--- src/rtl/socket_rxd_pkg.sv ---
// Shared W5500 socket-0 constants: register addresses, control bytes,
// command/interrupt bit values and the sequencer state encoding used by
// both the receive and transmit sequencers.
package socket_rxd_pkg;

   // Largest UDP payload delivered to the user side
   localparam logic [15:0] DEF_MAX_LEN = 16'd1472;

   // SPI control bytes (block select + read/write + variable-length mode)
   localparam logic [7:0] DEF_CMD_REG_RD = 8'h08;
   localparam logic [7:0] DEF_CMD_REG_WR = 8'h0C;
   localparam logic [7:0] DEF_CMD_RXB_RD = 8'h18;

   // Socket register addresses
   localparam logic [15:0] SN_CR     = 16'h0001;
   localparam logic [15:0] SN_IR     = 16'h0002;
   localparam logic [15:0] SN_RX_RSR = 16'h0026;
   localparam logic [15:0] SN_RX_RD  = 16'h0028;

   // Command / interrupt values
   localparam logic [7:0] CR_RECV     = 8'h40;
   localparam logic [7:0] IR_RECV     = 8'h04;
   localparam int         IR_RECV_BIT = 2;

   // W5500 UDP receive header: 4 bytes IP, 2 bytes port, 2 bytes length
   localparam int          HDR_BYTES = 8;
   localparam logic [15:0] HDR_LEN   = 16'd8;

   // Top-level task code that enables the receive sequencer
   localparam logic [3:0] TASK_RX = 4'd5;

   typedef enum logic [4:0] {
      S_IDLE       = 5'd0,
      S_RDIR_CMD   = 5'd1,
      S_RD_IR      = 5'd2,
      S_JDIR       = 5'd3,
      S_RDRSR_CMD  = 5'd4,
      S_RD_RSR     = 5'd5,
      S_JDRSR      = 5'd6,
      S_RDRXRD_CMD = 5'd7,
      S_RD_RXRD    = 5'd8,
      S_RDHDR_CMD  = 5'd9,
      S_RD_HDR     = 5'd10,
      S_RDBUF_CMD  = 5'd11,
      S_RD_BUF     = 5'd12,
      S_WRRXRD_CMD = 5'd13,
      S_WR_RXRD    = 5'd14,
      S_WRCR_CMD   = 5'd15,
      S_WR_CR      = 5'd16,
      S_WRIR_CMD   = 5'd17,
      S_WR_IR      = 5'd18,
      S_END        = 5'd19
   } sock_state_t;

endpackage

--- src/rtl/w5500_be_shift.sv ---
// Big-endian byte assembler for SPI engine read data. Each enabled byte is
// shifted in at the low end, so after N bytes the first byte received sits
// in the most significant position. The byte counter counts enabled bytes
// and is cleared by clr. word_nxt shows the value including the byte being
// accepted this cycle, so a caller can latch a complete field in the same
// cycle the last byte and the end-of-transaction strobe coincide.
module w5500_be_shift #(
   parameter int NBYTES = 8,
   parameter int CNT_W  = 16
) (
   input  logic                  clk,
   input  logic                  rst_n,
   input  logic                  clr,
   input  logic                  en,
   input  logic [7:0]            din,
   output logic [8*NBYTES-1:0]   word_nxt,
   output logic [CNT_W-1:0]      cnt
);

   logic [8*NBYTES-1:0] word_q;

   // Shift-in view of the word including the byte accepted this cycle
   always_comb begin
      word_nxt = word_q;
      if (en) begin
         word_nxt = {word_q[8*NBYTES-9:0], din};
      end
   end

   // Word and byte-counter registers
   always_ff @(posedge clk) begin
      if (!rst_n) begin
         word_q <= '0;
         cnt    <= '0;
      end else if (clr) begin
         word_q <= '0;
         cnt    <= '0;
      end else if (en) begin
         word_q <= word_nxt;
         cnt    <= cnt + 1'b1;
      end
   end

endmodule

--- src/rtl/socket_rxd.sv ---
// Socket-0 UDP receive sequencer for the W5500. One pass per request:
// poll Sn_IR.RECV, read Sn_RX_RSR and Sn_RX_RD, read the 8-byte UDP header,
// stream the payload (or skip the datagram), advance Sn_RX_RD, issue RECV
// to Sn_CR and clear IR.RECV.
//
// Engine handshake: o_start is a 1-cycle pulse that launches a transaction
// described by o_cmd/o_addr/o_length (held stable until the next start).
// For reads the engine presents each byte with den=1 for one cycle; for
// writes it pulses rdreq to request the next byte, and o_dat carries that
// byte from the following cycle. wrend pulses once when the transaction is
// complete; the sequencer waits for it in every transfer state.
module socket_rxd
   import socket_rxd_pkg::*;
#(
   parameter logic [15:0] MAX_LEN    = DEF_MAX_LEN,
   parameter logic [7:0]  CMD_REG_RD = DEF_CMD_REG_RD,
   parameter logic [7:0]  CMD_REG_WR = DEF_CMD_REG_WR,
   parameter logic [7:0]  CMD_RXB_RD = DEF_CMD_RXB_RD
) (
   input  logic        clk,
   input  logic        rst_n,
   input  logic [3:0]  task_state,
   input  logic        dat_rx_req,
   input  logic        rdreq,
   input  logic        den,
   input  logic [7:0]  din,
   input  logic        wrend,
   output logic        o_start,
   output logic [7:0]  o_cmd,
   output logic [15:0] o_addr,
   output logic [15:0] o_length,
   output logic [7:0]  o_dat,
   output logic        rxdat_vld,
   output logic [7:0]  rxdat,
   output logic [15:0] rxdat_len,
   output logic [31:0] rx_sip,
   output logic [15:0] rx_sport,
   output logic        o_rx_end
);

   sock_state_t state, state_nxt;

   // Values captured from the register / header reads
   logic        ir_recv;
   logic [15:0] rsr;
   logic [15:0] rx_ptr;
   logic [15:0] hdr_len;
   logic        deliver;

   // Transfer-state decode and byte-accept qualification
   logic        is_rd, is_wr;
   logic [15:0] rd_limit, wr_limit;
   logic        sh_en, sh_clr;
   logic [63:0] word_nxt;
   logic [15:0] cnt;

   // Header fields as they stand including the current byte
   logic [31:0] h_sip;
   logic [15:0] h_sport;
   logic [15:0] h_len;
   logic        hdr_ok;

   // Next transaction descriptor
   logic        cmd_vld;
   logic [7:0]  cmd_nxt;
   logic [15:0] addr_nxt, len_nxt;

   logic [15:0] new_ptr;

   assign h_sip   = word_nxt[63:32];
   assign h_sport = word_nxt[31:16];
   assign h_len   = word_nxt[15:0];

   // A datagram is delivered only if non-empty, within MAX_LEN and wholly
   // present in the RX buffer; the sum is widened so it cannot wrap.
   assign hdr_ok = (h_len != 16'd0) && (h_len <= MAX_LEN) &&
                   (({1'b0, h_len} + {1'b0, HDR_LEN}) <= {1'b0, rsr});

   // Read pointer after this datagram: past the payload, or past everything
   // reported in RSR when the datagram is skipped. 16-bit wrap is intended.
   assign new_ptr = deliver ? (rx_ptr + HDR_LEN + hdr_len) : (rx_ptr + rsr);

   assign o_rx_end = (state == S_END);

   // Classify transfer states and the number of bytes each accepts
   always_comb begin
      is_rd    = 1'b0;
      is_wr    = 1'b0;
      rd_limit = 16'd0;
      wr_limit = 16'd0;
      case (state)
         S_RD_IR:   begin is_rd = 1'b1; rd_limit = 16'd1;   end
         S_RD_RSR:  begin is_rd = 1'b1; rd_limit = 16'd2;   end
         S_RD_RXRD: begin is_rd = 1'b1; rd_limit = 16'd2;   end
         S_RD_HDR:  begin is_rd = 1'b1; rd_limit = HDR_LEN; end
         S_RD_BUF:  begin is_rd = 1'b1; rd_limit = hdr_len; end
         S_WR_RXRD: begin is_wr = 1'b1; wr_limit = 16'd2;   end
         S_WR_CR:   begin is_wr = 1'b1; wr_limit = 16'd1;   end
         S_WR_IR:   begin is_wr = 1'b1; wr_limit = 16'd1;   end
         default:   ;
      endcase
      sh_en  = (is_rd && den   && (cnt < rd_limit)) ||
               (is_wr && rdreq && (cnt < wr_limit));
      sh_clr = !(is_rd || is_wr);
   end

   w5500_be_shift #(
      .NBYTES (HDR_BYTES),
      .CNT_W  (16)
   ) u_shift (
      .clk      (clk),
      .rst_n    (rst_n),
      .clr      (sh_clr),
      .en       (sh_en),
      .din      (din),
      .word_nxt (word_nxt),
      .cnt      (cnt)
   );

   // State register
   always_ff @(posedge clk) begin
      if (!rst_n) begin
         state <= S_IDLE;
      end else begin
         state <= state_nxt;
      end
   end

   // Next-state logic and the transaction each command state launches
   always_comb begin
      state_nxt = state;
      cmd_vld   = 1'b0;
      cmd_nxt   = 8'h00;
      addr_nxt  = 16'h0000;
      len_nxt   = 16'h0000;
      case (state)
         S_IDLE:
            state_nxt = (dat_rx_req && (task_state == TASK_RX)) ? S_RDIR_CMD : S_END;
         S_RDIR_CMD: begin
            cmd_vld = 1'b1; cmd_nxt = CMD_REG_RD; addr_nxt = SN_IR; len_nxt = 16'd1;
            state_nxt = S_RD_IR;
         end
         S_RD_IR:   if (wrend) state_nxt = S_JDIR;
         S_JDIR:    state_nxt = ir_recv ? S_RDRSR_CMD : S_END;
         S_RDRSR_CMD: begin
            cmd_vld = 1'b1; cmd_nxt = CMD_REG_RD; addr_nxt = SN_RX_RSR; len_nxt = 16'd2;
            state_nxt = S_RD_RSR;
         end
         S_RD_RSR:  if (wrend) state_nxt = S_JDRSR;
         S_JDRSR:   state_nxt = (rsr == 16'd0) ? S_END : S_RDRXRD_CMD;
         S_RDRXRD_CMD: begin
            cmd_vld = 1'b1; cmd_nxt = CMD_REG_RD; addr_nxt = SN_RX_RD; len_nxt = 16'd2;
            state_nxt = S_RD_RXRD;
         end
         S_RD_RXRD: if (wrend) state_nxt = S_RDHDR_CMD;
         S_RDHDR_CMD: begin
            cmd_vld = 1'b1; cmd_nxt = CMD_RXB_RD; addr_nxt = rx_ptr; len_nxt = HDR_LEN;
            state_nxt = S_RD_HDR;
         end
         S_RD_HDR:  if (wrend) state_nxt = hdr_ok ? S_RDBUF_CMD : S_WRRXRD_CMD;
         S_RDBUF_CMD: begin
            cmd_vld = 1'b1; cmd_nxt = CMD_RXB_RD; addr_nxt = rx_ptr + HDR_LEN; len_nxt = hdr_len;
            state_nxt = S_RD_BUF;
         end
         S_RD_BUF:  if (wrend) state_nxt = S_WRRXRD_CMD;
         S_WRRXRD_CMD: begin
            cmd_vld = 1'b1; cmd_nxt = CMD_REG_WR; addr_nxt = SN_RX_RD; len_nxt = 16'd2;
            state_nxt = S_WR_RXRD;
         end
         S_WR_RXRD: if (wrend) state_nxt = S_WRCR_CMD;
         S_WRCR_CMD: begin
            cmd_vld = 1'b1; cmd_nxt = CMD_REG_WR; addr_nxt = SN_CR; len_nxt = 16'd1;
            state_nxt = S_WR_CR;
         end
         S_WR_CR:   if (wrend) state_nxt = S_WRIR_CMD;
         S_WRIR_CMD: begin
            cmd_vld = 1'b1; cmd_nxt = CMD_REG_WR; addr_nxt = SN_IR; len_nxt = 16'd1;
            state_nxt = S_WR_IR;
         end
         S_WR_IR:   if (wrend) state_nxt = S_END;
         S_END:     state_nxt = S_IDLE;
         default:   state_nxt = S_IDLE;
      endcase
   end

   // Engine command outputs: start pulse plus a held descriptor
   always_ff @(posedge clk) begin
      if (!rst_n) begin
         o_start  <= 1'b0;
         o_cmd    <= 8'h00;
         o_addr   <= 16'h0000;
         o_length <= 16'h0000;
      end else begin
         o_start <= cmd_vld;
         if (cmd_vld) begin
            o_cmd    <= cmd_nxt;
            o_addr   <= addr_nxt;
            o_length <= len_nxt;
         end
      end
   end

   // Capture register reads and the header at the end of each read
   always_ff @(posedge clk) begin
      if (!rst_n) begin
         ir_recv   <= 1'b0;
         rsr       <= 16'h0000;
         rx_ptr    <= 16'h0000;
         hdr_len   <= 16'h0000;
         deliver   <= 1'b0;
         rx_sip    <= 32'h0;
         rx_sport  <= 16'h0000;
         rxdat_len <= 16'h0000;
      end else if (wrend) begin
         case (state)
            S_RD_IR:   ir_recv <= word_nxt[IR_RECV_BIT];
            S_RD_RSR:  rsr     <= word_nxt[15:0];
            S_RD_RXRD: rx_ptr  <= word_nxt[15:0];
            S_RD_HDR: begin
               hdr_len <= h_len;
               deliver <= hdr_ok;
               if (hdr_ok) begin
                  rx_sip    <= h_sip;
                  rx_sport  <= h_sport;
                  rxdat_len <= h_len;
               end
            end
            default: ;
         endcase
      end
   end

   // Payload stream: one registered pulse per accepted buffer byte
   always_ff @(posedge clk) begin
      if (!rst_n) begin
         rxdat_vld <= 1'b0;
         rxdat     <= 8'h00;
      end else begin
         rxdat_vld <= sh_en && (state == S_RD_BUF);
         if (sh_en && (state == S_RD_BUF)) begin
            rxdat <= din;
         end
      end
   end

   // Write data: next byte of the current write, presented after rdreq
   always_ff @(posedge clk) begin
      if (!rst_n) begin
         o_dat <= 8'h00;
      end else if (sh_en && is_wr) begin
         case (state)
            S_WR_RXRD: o_dat <= (cnt == 16'd0) ? new_ptr[15:8] : new_ptr[7:0];
            S_WR_CR:   o_dat <= CR_RECV;
            S_WR_IR:   o_dat <= IR_RECV;
            default:   o_dat <= 8'h00;
         endcase
      end
   end

endmodule

--- config.mk ---
export PLATFORM = sky130hd
export DESIGN_NAME = socket_rxd
export DESIGN_NICKNAME = d
export VERILOG_FILES = /design/src/rtl/socket_rxd_pkg.sv /design/src/rtl/w5500_be_shift.sv /design/src/rtl/socket_rxd.sv
export SDC_FILE = /design/constraint.sdc
export NUM_CORES = 1
export LEC_CHECK = 0
export CAP_MARGIN = 30
export CORE_ASPECT_RATIO = 1.5
export CORE_MARGIN = 2
export CORE_UTILIZATION = 45
export CTS_CLUSTER_DIAMETER = 40
export DETAILED_ROUTE_END_ITERATION = 12
export PLACE_DENSITY = 0.76
export SYNTH_ARGS = -nofsm -noshare
export SYNTH_HDL_FRONTEND = slang
export SYNTH_SLANG_ARGS = --single-unit
--- constraint.sdc ---
create_clock -name clk -period 7 [get_ports clk]
set_input_delay 0.7 -clock clk [delete_from_list [all_inputs] [get_ports clk]]
set_output_delay 0.7 -clock clk [all_outputs]
set_load 0.02 [all_outputs]
==> impl_results.md, run 1 <==
- Status: complete, no violations
- Slew HR: 29.9%
- RSZ-0062 raised after global routing: false
- Total track usage: 25.0%
- Total gr overflow: 0
- Final core occ: 55.3%
- R2R setup slack: 0.56 ns
- Syn_area_per_cell: 8.92 um2
- Post-synthesis register bit count: 252
- CP Depth: 26
- Worst-path cell with the longest stage delay: and4_1
- Hold Fails Final Rpt: 0
- Crit path buf inv count: 3
- Largest net degree at the start of global routing: 81
- Async SR Flop Fraction: 0%
- Final HPWL DP: 29,000 um
- Number of flops mapped to enable cells by yosys: 0
- Max Fclk: 155 MHz
- Leakage: 6.23 nW
- Htree depth: 2
- Via density: 5.69
- Antenna Nets Post-Route: 0
- Hold Buf Count CTS: 0
- PwrDens: 233 nW/um2
- Synth cell types: 80
- Starting DRT DRC Count: 793
- Ant diodes: 0
- Count of pins over their slew limit: 0
- Max cap viols: 0
- Synthesized area: 13,300 um2
- # setup viols final: 0
- CP Max Fanout: 18
- Antenna violations before repair: 0
- CP endpoint kind: flip-flop
- Post-Synthesis Cells: 1,486
- Fin Clk Skew: 0.0268 ns
- Layout cell share with drive strength beyond 1: 10.8%
- Worst min path class: reg -> reg
- Synth warn: 0
- Most common cell after layout, fill and taps aside: dfxtp_1
- Drt wl/cell: 19.2 um
- HP Start: rxdat[5]
- CTS tree: yes
- Required @ worst endpoint: 7.43 ns
- Register area share after synthesis: 38.0%
- Clk buf depth: 3
- Critical path class: reg -> reg
- R2r endpoint: rx_sip[14]
- DIE AREA: 30,900 um2
- Min-Delay Endpoint: rxdat[5]
- Final period util: 92.0%
- Fin crit period: 6.44 ns
- Core Area: 29,300 um2
- Slew @ Worst Pin: 1.02 ns
- Top cell by count, worst path: ha_1
- Worst path top cell family by delay: simple AND/OR/NAND/NOR gates
- Worst VDD drop: 0.210 mV
- Via count: 11,600
- CP peak stage delay: 0.54 ns
- Total length of routed wires: 39,200 um
- Setup TNS: 0 ns
- Vias in the first global route: 11,400
- Ys flop type: dfxtp_1
- Die Wd: 144 um
- Num CTS Buffers: 36
- Clock root cell: clkbuf_16
- Syn-to-layout area delta: 22.1%
- Initial Util: 45.3%
- Commonest non-fill, non-tap cells in the layout: dfxtp_1 (252), nor2_1 (241), clkdlybuf4s50_1 (134)
- Number of I/O port buffers: 135
- Final GP Congestion: 0.967
- # nets final: 1,703
- CP startpoint kind: flip-flop
- Io pins: 141
- CP arrival: 6.87 ns
- Critical R2R Launch: state[4]
- # rows: 77
- First-pass GRT wire length: 60,800 um
- Die Y: 214 um
- DRC viols: 0
- # fillers: 2,697
- Clk sinks: 252
- Worst-path clk slew: 0.06 ns
- Clock Latency Late Sink: 0.54 ns
- Worst R2R Path Depth: 26
- TritonRoute pass-1 iters: 5
- Hold-critical path depth: 2
-- layer usage --
metal,GRT usage (%),vias up,part of all wire [%],routed length (um)
met5,0,-,0,0
met2,44.8,417,51,20100
li1,-,5551,-,-
met1,28.3,5496,38,14900
met4,13.7,0,6.0,2340
met3,3.24,144,4.4,1730
-- per-stage QoR --
step | setup slack, ns | instance area, um2 | std cells | hold slack [ns] | power [mW]
after CTS | 0.504 | 16200 | 2039 | 0.460 | 3.78
after global routing | 0.0898 | 16200 | 2040 | 0.475 | 3.89
after floorplan | 0.803 | 13300 | 1490 | 0.456 | 1.87
after detailed placement | 0.532 | 15000 | 1974 | 0.452 | 2.04
final | 0.559 | 16200 | 2040 | 0.458 | 3.77
after global placement | 0.762 | 15000 | 1971 | 0.437 | 2.04
-- timing repair --
item | 4_1_cts | 5_1_grt
resized for setup | 0 | 1
endpoints found under the setup margin | 0 | 45
setup buffers | 0 | 0
-- registers in the layout, summed over array words and instances, names as in the netlist, 8 cells and up --
register	count
u_shift.word_q	64
rx_ptr	16
rx_sport	16
o_dat	8
o_addr	16
u_shift.cnt	16
o_length	16
rx_sip	32
rsr	16
hdr_len	16
rxdat_len	16
rxdat	8
-- worst reg2reg max path: cells and delay by family (launching register included) --
kind,cells,cell delay [ns]
adders and majority gates,3,0.85
xor gates and xnor gates,1,0.12
muxes,2,0.55
buffers and inverters,3,0.59
AOI/OAI and AO/OA,6,1.35
DFF,1,0.31
and+or+nand+nor,11,2.57
-- worst max path at each step --
stage / from / end / slack (ns)
global placement: state[4] / rx_sip[14] / 0.76
floorplan: state[2] / rx_sip[0] / 0.80
CTS: state[4] / rx_sip[14] / 0.50
finish: state[4] / rx_sip[14] / 0.56
global route: state[4] / rx_sip[21] / 0.09
detailed placement: state[4] / rx_sip[14] / 0.53
-- synthesized netlist by cell type, types with 7 or more instances --
cell type	count	share of area, %
a21o_1	12	0.68
o21ai_0	53	2.0
and3_1	24	1.1
buf_4	12	0.68
xnor2_1	40	2.6
nor3_1	25	0.94
nor4_1	21	0.99
xor2_1	23	1.5
inv_1	38	1.1
nand3_1	31	1.2
a211oi_1	58	3.3
clkbuf_1	62	1.8
nand4_1	14	0.66
mux2i_1	76	5.7
a31oi_1	9	0.42
nor2_1	241	6.8
a22o_1	17	1.1
a22oi_1	7	0.40
mux2_4	44	5.0
a21oi_1	65	2.5
ha_1	65	6.1
and2_1	54	2.5
dfxtp_1	252	38
or3_1	8	0.38
nand2_1	93	2.6
nand2b_1	9	0.42
-- final cells by class --
cell class	instances	area (um2)	area share (%)
repair buffers	179	1730	10.7
clock inverters	24	223	1.38
flip-flops and latches	252	5040	31.2
inverters	40	153	0.943
well taps	395	494	3.05
clock buffers	41	930	5.74
multi-input cells	1109	7610	47.0
-- power by group --
group / leakage (nW) / switching, mW / internal [mW] / total (mW)
combinational: 3.62 / 0.382 / 0.177 / 0.559
clock: 0.574 / 0.744 / 0.998 / 1.74
sequential: 2.03 / 0.0118 / 1.45 / 1.47
total: 6.23 / 1.14 / 2.63 / 3.77
-- kinds of logic (layout without fill, tap and decap cells) --
| family | after synthesis | in the layout | synth area share, % |
|---|---|---|---|
| AOI/OAI and AO/OA | 293 | 293 | 15.1 |
| other | 1 | 5 | 0.0283 |
| xor gates and xnor gates | 63 | 63 | 4.16 |
| adders and majority gates | 68 | 68 | 6.51 |
| buffers and inverters | 129 | 284 | 4.73 |
| and+or+nand+nor | 554 | 554 | 20.0 |
| DFF | 252 | 252 | 38.0 |
| muxes | 126 | 126 | 11.4 |
No activity file was read; power rests on OpenSTA's default activity.
==> inputs of run 2 (changes only) <==
--- a/config.mk
+++ b/config.mk
@@ -6,7 +6,6 @@
 export NUM_CORES = 1
 export LEC_CHECK = 0
 export CAP_MARGIN = 30
-export CORE_ASPECT_RATIO = 1.5
 export CORE_MARGIN = 2
 export CORE_UTILIZATION = 45
 export CTS_CLUSTER_DIAMETER = 40
==> impl_results.md, run 2 (same netlist as run 1, synthesis figures left out) <==
- Status: complete, no violations
- Worst-path cell with the longest stage delay: a311oi_4
- Fin Clk Skew: 0.0261 ns
- Slew HR: 37.4%
- Clock Latency Late Sink: 0.53 ns
- Clock root cell: clkbuf_16
- R2R setup slack: 0.33 ns
- Layout cell share with drive strength beyond 1: 10.2%
- Largest register FFs: 64
- Hold Fails Final Rpt: 0
- Top cell by count, worst path: ha_1
- RSZ-0062 raised after global routing: false
- Setup TNS: 0 ns
- PwrDens: 236 nW/um2
- CP endpoint kind: flip-flop
- Required @ worst endpoint: 7.41 ns
- Most flop-heavy register: u_shift.word_q
- Starting DRT DRC Count: 1,198
- Total gr overflow: 0
- Design Power: 3.82 mW
- # rows: 62
- Slew @ Worst Pin: 0.939 ns
- Core Area: 28,900 um2
- Clk buf depth: 3
- Die Wd: 176 um
- Via count: 11,600
- Max Fclk: 150 MHz
- Vias in the first global route: 11,100
- CP Max Fanout: 54
- Via density: 5.76
- Antenna violations before repair: 0
- # nets final: 1,692
- Total track usage: 23.9%
- Num CTS Buffers: 34
- # setup viols final: 0
- Antenna Nets Post-Route: 0
- Most common cell after layout, fill and taps aside: dfxtp_1
- TritonRoute pass-1 iters: 5
- Multi-input logic area: 7630 um2
- Initial Util: 46.0%
- Max cap viols: 0
- Htree depth: 2
- DRC viols: 0
- Count of pins over their slew limit: 0
- Number of I/O port buffers: 135
- Final core occ: 56.1%
- CP startpoint kind: flip-flop
- Total length of routed wires: 37,500 um
- Worst min path class: reg -> reg
- Drt wl/cell: 18.6 um
- Commonest non-fill, non-tap cells in the layout: dfxtp_1 (251), nor2_1 (241), clkdlybuf4s50_1 (134)
- Worst-path clk slew: 0.06 ns
- Leakage: 6.21 nW
- Largest registers: u_shift.word_q x64, rx_sip x32
- CP peak stage delay: 0.56 ns
- Clk sinks: 252
- # fillers: 2,519
- Ant diodes: 0
- Fin crit period: 6.67 ns
- Syn-to-layout area delta: 22.1%
- DIE AREA: 30,900 um2
- Hold WS: 0.449 ns
- FF/Latch Area: 5050 um2
- Worst VDD drop: 0.153 mV
- CTS tree: yes
- Critical path class: reg -> reg
- Postcts setup bufs: 0
- Hold Buf Count CTS: 0
- Final period util: 95.3%
- Largest net degree at the start of global routing: 87
- CP arrival: 7.08 ns
- Final HPWL DP: 26,700 um
- Io pins: 141
- Die Y: 176 um
- Final GP Congestion: 0.978
- First-pass GRT wire length: 59,300 um
run 2: cell types whose count changed in the layout (fill, tap and decap cells not counted), sizes merged:
cell,delta
buf,-9
clkinv,-5
inv,-4
bufinv,+3
clkbuf,+1
run 2: through the flow:
stage	setup slack (ns)	std cells	instance area, um2
after global placement	0.442	1951	14900
after CTS	0.0855	2015	16200
after detailed placement	0.148	1955	15000
final	0.332	2015	16200
after global routing	0.00625	2015	16200
after floorplan	0.803	1490	13300
run 2: worst paths after layout:
check | start | to | depth (start not counted)
worst min-delay path | o_cmd[3] | o_cmd[3] | 2
worst max register to register | state[3] | rx_sport[1] | 26
worst min register to register | o_cmd[3] | o_cmd[3] | 2
worst max-delay path | state[3] | rx_sport[1] | 26
run 2: metal layers:
metal / track usage, % / vias to the layer above / part of all wire, %
met5: 0 / - / 0
met4: 10.3 / 0 / 4.2
met2: 35.8 / 498 / 42
met3: 4.39 / 111 / 8.5
li1: - / 5523 / -
met1: 33.6 / 5483 / 45
run 2: worst max-delay path: cells and delay by family, from the launching register on:
kind / cells / cell delay (ns)
and+or+nand+nor: 10 / 2.18
AOI/OAI and AO/OA: 8 / 1.91
adders and majority gates: 3 / 0.89
buffers and inverters: 3 / 0.60
DFF: 1 / 0.41
muxes: 1 / 0.39
xor gates and xnor gates: 1 / 0.12
run 2: repair_timing:
action                                  4_1_cts  5_1_grt
resized for setup                             0        5
hold endpoints to repair                      0        0
endpoints found under the setup margin        0       66
run 2: report_power, final:
group,total [mW],internal (mW),switching (mW)
combinational,0.552,0.172,0.380
clock,1.80,1.10,0.701
sequential,1.46,1.45,0.0113
run 2: final cells by class:
cell class / count / share of cell area (%)
clock buffers: 42 / 5.81
clock inverters: 18 / 1.60
multi-input cells: 1109 / 47.1
flip-flops and latches: 252 / 31.2
repair buffers: 170 / 10.4
well taps: 384 / 2.97
inverters: 40 / 0.943
==> inputs of run 3 (changes only) <==
--- a/config.mk
+++ b/config.mk
@@ -5,12 +5,14 @@
 export SDC_FILE = /design/constraint.sdc
 export NUM_CORES = 1
 export LEC_CHECK = 0
+export ABC_CLOCK_PERIOD_IN_PS = 7000
 export CAP_MARGIN = 30
 export CORE_MARGIN = 2
 export CORE_UTILIZATION = 45
 export CTS_CLUSTER_DIAMETER = 40
 export DETAILED_ROUTE_END_ITERATION = 12
 export PLACE_DENSITY = 0.76
+export SKIP_CTS_REPAIR_TIMING = 1
 export SYNTH_ARGS = -nofsm -noshare
 export SYNTH_HDL_FRONTEND = slang
 export SYNTH_SLANG_ARGS = --single-unit
==> results of run 3 <==
Final layout, timing and power as in run 2 (identical DEF).
